**src/rtl/ae_buffer_sched.sv**
```systemverilog
// Acquisition-engine buffer sequencer: waits for the buffer fill threshold, then
// walks the channel list, positions the read pointer and streams each channel's samples.
module ae_buffer_sched #(
  parameter int unsigned ADDR_WIDTH = 15,
  parameter int unsigned CH_WIDTH   = 6
) (
  input  logic                    clk,
  input  logic                    rst_b,
  input  logic                    start,
  input  logic                    refill_en,
  input  logic [ADDR_WIDTH-9:0]   cfg_threshold,
  input  logic [CH_WIDTH-1:0]     channel_num,
  input  logic                    abort,
  output logic                    busy,
  output logic                    done,
  output logic                    error,
  output logic                    ch_req,
  output logic [CH_WIDTH-1:0]     ch_index,
  input  logic [ADDR_WIDTH+2:0]   ch_start_addr,
  input  logic [ADDR_WIDTH+2:0]   ch_sample_cnt,
  output logic                    refill,
  output logic [ADDR_WIDTH-9:0]   threshold,
  input  logic                    reach_threshold,
  output logic                    address_set,
  output logic [ADDR_WIDTH+2:0]   read_address,
  output logic                    read_next,
  input  logic                    sample_ready,
  input  logic                    corr_ready,
  output logic                    corr_valid,
  output logic                    corr_last
);

  localparam int unsigned   SW       = ADDR_WIDTH + 3;
  localparam logic [SW:0]   CAPACITY = {1'b1, {SW{1'b0}}};
  localparam logic [SW-1:0] ONE      = SW'(1);

  typedef enum logic [2:0] {
    IDLE, FILL, CFG_RD, CFG_CHK, SET, PRIME, STREAM, DONE
  } state_t;

  state_t                  state_q;
  logic [CH_WIDTH-1:0]     chnum_q;
  logic [CH_WIDTH-1:0]     ch_index_q;
  logic [ADDR_WIDTH-9:0]   threshold_q;
  logic [SW-1:0]           read_address_q;
  logic [SW-1:0]           remaining_q;
  logic                    refill_q;
  logic                    ch_req_q;
  logic                    address_set_q;
  logic                    done_q;
  logic                    error_q;

  logic [SW:0]             end_addr_d;
  logic                    overrun_d;
  logic                    skip_d;
  logic                    xfer_d;
  logic                    last_xfer_d;
  logic                    advance_d;
  logic                    last_ch_d;

  assign end_addr_d  = {1'b0, ch_start_addr} + {1'b0, ch_sample_cnt};
  assign overrun_d   = end_addr_d > CAPACITY;
  assign skip_d      = (ch_sample_cnt == '0) || overrun_d;
  assign xfer_d      = (state_q == STREAM) && sample_ready && corr_ready && !abort;
  assign last_xfer_d = xfer_d && (remaining_q == ONE);
  assign advance_d   = ((state_q == CFG_CHK) && skip_d) || last_xfer_d;
  assign last_ch_d   = ({1'b0, ch_index_q} + 1'b1) == {1'b0, chnum_q};

  always_ff @(posedge clk or negedge rst_b) begin
    if (!rst_b) begin
      state_q        <= IDLE;
      chnum_q        <= '0;
      ch_index_q     <= '0;
      threshold_q    <= '0;
      read_address_q <= '0;
      remaining_q    <= '0;
      refill_q       <= 1'b0;
      ch_req_q       <= 1'b0;
      address_set_q  <= 1'b0;
      done_q         <= 1'b0;
      error_q        <= 1'b0;
    end else begin
      refill_q      <= 1'b0;
      ch_req_q      <= 1'b0;
      address_set_q <= 1'b0;
      done_q        <= 1'b0;
      error_q       <= 1'b0;
      if (abort) begin
        state_q    <= IDLE;
        ch_index_q <= '0;
      end else begin
        unique case (state_q)
          IDLE: if (start) begin
            refill_q    <= refill_en;
            chnum_q     <= channel_num;
            threshold_q <= cfg_threshold;
            ch_index_q  <= '0;
            state_q     <= FILL;
          end
          // refill_q is high only in the first FILL cycle, when reach_threshold may still be stale
          FILL: if (!refill_q && reach_threshold) begin
            if (chnum_q == '0) begin
              state_q <= DONE;
              done_q  <= 1'b1;
            end else begin
              state_q  <= CFG_RD;
              ch_req_q <= 1'b1;
            end
          end
          CFG_RD: state_q <= CFG_CHK;
          CFG_CHK: begin
            read_address_q <= ch_start_addr;
            remaining_q    <= ch_sample_cnt;
            error_q        <= (ch_sample_cnt != '0) && overrun_d;
            if (!skip_d) begin
              state_q       <= SET;
              address_set_q <= 1'b1;
            end
          end
          SET:    state_q <= PRIME;
          PRIME:  if (sample_ready) state_q <= STREAM;
          STREAM: if (xfer_d) remaining_q <= remaining_q - ONE;
          DONE:   state_q <= IDLE;
          default: state_q <= IDLE;
        endcase
        // Skips and the final transfer of a channel share one advance path
        if (advance_d) begin
          ch_index_q <= ch_index_q + 1'b1;
          if (last_ch_d) begin
            state_q <= DONE;
            done_q  <= 1'b1;
          end else begin
            state_q  <= CFG_RD;
            ch_req_q <= 1'b1;
          end
        end
      end
    end
  end

  assign busy         = (state_q != IDLE);
  assign done         = done_q & ~abort;
  assign error        = error_q & ~abort;
  assign ch_req       = ch_req_q & ~abort;
  assign address_set  = address_set_q & ~abort;
  assign ch_index     = ch_index_q;
  assign refill       = refill_q;
  assign threshold    = threshold_q;
  assign read_address = read_address_q;
  assign read_next    = xfer_d;
  assign corr_valid   = xfer_d;
  assign corr_last    = last_xfer_d;

endmodule

```
**config.mk**
```make
export PLATFORM = sky130hd
export DESIGN_NAME = ae_buffer_sched
export DESIGN_NICKNAME = d
export VERILOG_FILES = /design/src/rtl/ae_buffer_sched.sv
export SDC_FILE = /design/constraint.sdc
export NUM_CORES = 1
export LEC_CHECK = 0
export BUFFER_PORTS_ARGS = -buffer_cell sky130_fd_sc_hd__buf_2
export CAP_MARGIN = 15
export CORE_MARGIN = 3
export CORE_UTILIZATION = 30
export DETAILED_ROUTE_END_ITERATION = 8
export PLACE_DENSITY = 0.56
export RECOVER_POWER = 100
export SYNTH_ARGS = -nofsm -noshare
export SYNTH_HDL_FRONTEND = slang
export SYNTH_SLANG_ARGS = --single-unit
```
**constraint.sdc**
```tcl
create_clock -name clk -period 2.7 [get_ports clk]
set_input_delay 0.135 -clock clk [delete_from_list [all_inputs] [get_ports clk]]
set_output_delay 0.135 -clock clk [all_outputs]
set_load 0.1 [all_outputs]
```
==> impl_metrics.tcl <==
set metrics [dict create \
    hold_path_class "input port to flip-flop" \
    grt_pass1_vias 4269 \
    fin_crit_sh_pct 95.9 \
    synth_most_common_cell "nand2_1" \
    die_area_mm2 0.0158 \
    detail-route-antenna-nets 0 \
    yosysTopAreaCell "dfrtp_1" \
    leakage_nw 2.57 \
    fin_tns_setup_ns 0 \
    post-place-ws_ns -0.396 \
    synth_compound_area_share_pct 20.7 \
    drv_slew 64 \
    netlist-cell-type-count 66 \
    syn_area_mm2 0.00431 \
    synth-seq-area-share_pct 36.6 \
    ir_drop_mv 0.678 \
    arrival_ns 2.83 \
    p_int_w 0.00270 \
    clkPwrFrac_pct 23.8 \
    hold_viol 0 \
    dp.cells 820 \
    switching_share_pct 50.5 \
    dpl.hpwl_um 10200 \
    fin_worst_skew_ns 0.00922 \
    synth_fa_ha_area_share_pct 6.57 \
    synth_area_per_cell_um2 8.44 \
    cts-root-buf "clkbuf_16" \
    cts_buffers 9 \
    power.density_mw_per_mm2 952 \
    fmax_mhz 386 \
    wl_per_cell_um 15.9 \
    combPwrFrac_pct 47.2 \
    timing.critical_path.fanout_max 5 \
    htreeDepth 3 \
    slew_headroom_pct -11.8 \
    synth_warnings 0 \
    gp_congestion 0.882 \
    grt_overflow 0 \
    setup_viol 0 \
    clock_latency_ns 0.34 \
    drt-total-wl_um 13300 \
    yosys-top-cells-count "83 x nand2_1, 63 x dfrtp_1, 41 x a21oi_1" \
    start_util_pct 30.9 \
    vias_per_cell 5.20 \
    nNetsFinal 732 \
    synthSimpleGateAreaFrac_pct 24.2 \
    area_delta_synth_final_pct 32.9 \
    synth_area_leaders "dfrtp_1 37%, nand2_1 7.2%, ha_1 6.1%, a21oi_1 4.8%, o21ai_0 4.5%" \
    worst_pin_slew_ns 1.68 \
    antenna_found_initial 0 \
    synthCells 510 \
    portBuffers 96 \
    synth.mux.area_fraction_pct 3.86 \
    placed_cell_area_mm2 0.00537 \
    synthArstFlopShare_pct 100 \
    rows 43 \
    first_iter_violations 291 \
    seqPwrFrac_pct 29.1 \
    fin_crit_ns 2.59 \
    dieWidth_um 126 \
    grt_max_degree 64 \
    utilization_pct 41.1 \
    top_level_ports 97 \
    die_h_um 126 \
    worstPathRequired_ns 2.94 \
    critPathLaunchType "input port" \
    switchingPower_w 0.00275 \
    ys_seq_elements 63 \
    ctsLongestPathBuffers 2 \
    drc 0 \
    crit_type "input port to flip-flop" \
    grt_pass1_wl_um 21300 \
    violations "capacitance limit, slew limit" \
    drive_above_1_share_pct 26.9 \
    synth_edf_count 0 \
    synth_ff_type "dfrtp_1" \
    clk_pin_slew_ns 0.06 \
    synth_top_family_by_area "simple AND/OR/NAND/NOR gates" \
    worstSetupEndpointType "flip-flop" \
    outcome "complete, but fails checks" \
    fin_ws_ns 0.110 \
    post-route-cell-area_mm2 0.00572 \
    core_mm2 0.0139 \
    cap_violations 1 \
    cts_tree "done" \
    firstDrtPassIters 5 \
    clkSinkCount 63 \
    synthesis.nets 589 \
    grt_usage_pct 16.5 \
    synth-xor-area-share_pct 3.86 \
    num_vias 4358 \
    yosysTopAreaCellShare_pct 36.6 \
    num_antenna_cells 0 \
    instances_no_fill 838 \
]
==> repair_timing <==
item | CTS | global route
pin swaps | 3 | 9
hold buffers | 1 | 0
setup buffers | 0 | 1
resized for setup | 3 | 14
endpoints found under the hold margin | 1 | 0
setup endpoints to repair | 4 | 13
==> cell type report <==
cell class / instances / area (um2)
clock buffers: 9 / 225
flip-flops and latches: 63 / 1580
clock inverters: 7 / 103
multi-input cells: 406 / 2650
repair buffers: 154 / 867
well taps: 180 / 225
fillers: 1399 / 8210
inverters: 19 / 75.1
==> sequential cells by signal (all words and copies together), names as in the netlist <==
| register | count |
|---|---|
| error_q | 1 |
| remaining_q | 18 |
| address_set_q | 1 |
| done_q | 1 |
| ch_req_q | 1 |
| chnum_q | 6 |
| read_address | 18 |
| threshold | 7 |
| refill | 1 |
| state_q | 3 |
| ch_index | 6 |
==> cells in the final DEF, fill, tap and decap left out, types with 5 or more instances in the layout <==
cell       count
a22oi_1        6
xor2_1        10
o21ai_0       40
nor2b_1        8
nand3_1       14
inv_1         18
a21oi_1       39
nand2_1       82
buf_2         56
xnor2_1        8
mux2_2        13
nor4_1         7
ha_1          20
a31oi_1        7
clkbuf_1      43
nor3_1        19
clkbuf_16      9
buf_4         52
o211ai_1       5
a21o_1         7
nor2_1        31
dfrtp_1       63
==> critical path, cell delays in order <==
cell and delay [ns]:
buf_2 0.10, ha_2 0.17, inv_1 0.05, fa_2 0.38
nor2b_4 0.17, o31ai_4 0.08, nor2b_4 0.15, o311a_1 0.35
nor4_2 0.19, o2111ai_2 0.18, nor4_4 0.30, nand3_2 0.15
and2_4 0.22, o32ai_2 0.18
==> power by group through the flow <==
stage,clock network (W),registers (W),logic (W)
after global routing,0.00136,0.00163,0.00273
after detailed placement,0,0.00158,0.00260
final,0.00129,0.00158,0.00257
after CTS,0.00131,0.00157,0.00262
after global placement,0,0.00156,0.00258
after floorplan,0,0.00276,0.000793
==> metal layers <==
layer	part of all wire [%]	up-vias	track usage [%]	routed length, um
met3	3.9	14	3.65	526
met1	48	2100	22.3	6370
met4	1.1	0	4.86	152
met5	0	-	0	0
met2	47	115	26.7	6290
li1	-	2129	-	-
==> logic make-up after synthesis <==
logic type / count (synthesis)
AND/OR/NAND/NOR: 208
AO/OA/AOI/OAI: 142
flip-flops: 63
buffers and inverters: 41
adder cells (fa/ha/maj): 22
XOR/XNOR: 19
multiplexers: 15
==> per-stage QoR <==
stage / power [W] / hold WS [ns]
after detailed placement: 0.00418 / 0.351
final: 0.00545 / 0.0164
after floorplan: 0.00356 / -0.161
after CTS: 0.00550 / 0.0106
after global routing: 0.00573 / 0.0143
after global placement: 0.00414 / 0.344
==> final timing paths <==
check / start / to / slack, ns / cells past startpoint
worst max-delay path: ch_sample_cnt[0] / ch_index[4]$_DFFE_PN0P_ / 0.11 / 14
worst min-delay path: ch_start_addr[8] / read_address[8]$_DFFE_PN0P_ / 0.02 / 3
worst max register to register: state_q[2]$_DFFE_PN0P_ / remaining_q[14]$_DFFE_PN0P_ / 0.19 / 7
worst min register to register: read_address[14]$_DFFE_PN0P_ / read_address[14]$_DFFE_PN0P_ / 0.48 / 2
max in group asynchronous: rst_b / remaining_q[12]$_DFFE_PN0P_ / 1.37 / 2
min in group asynchronous: rst_b / state_q[0]$_DFFE_PN0P_ / 0.33 / 2
Power figures use the tool's default switching activity.
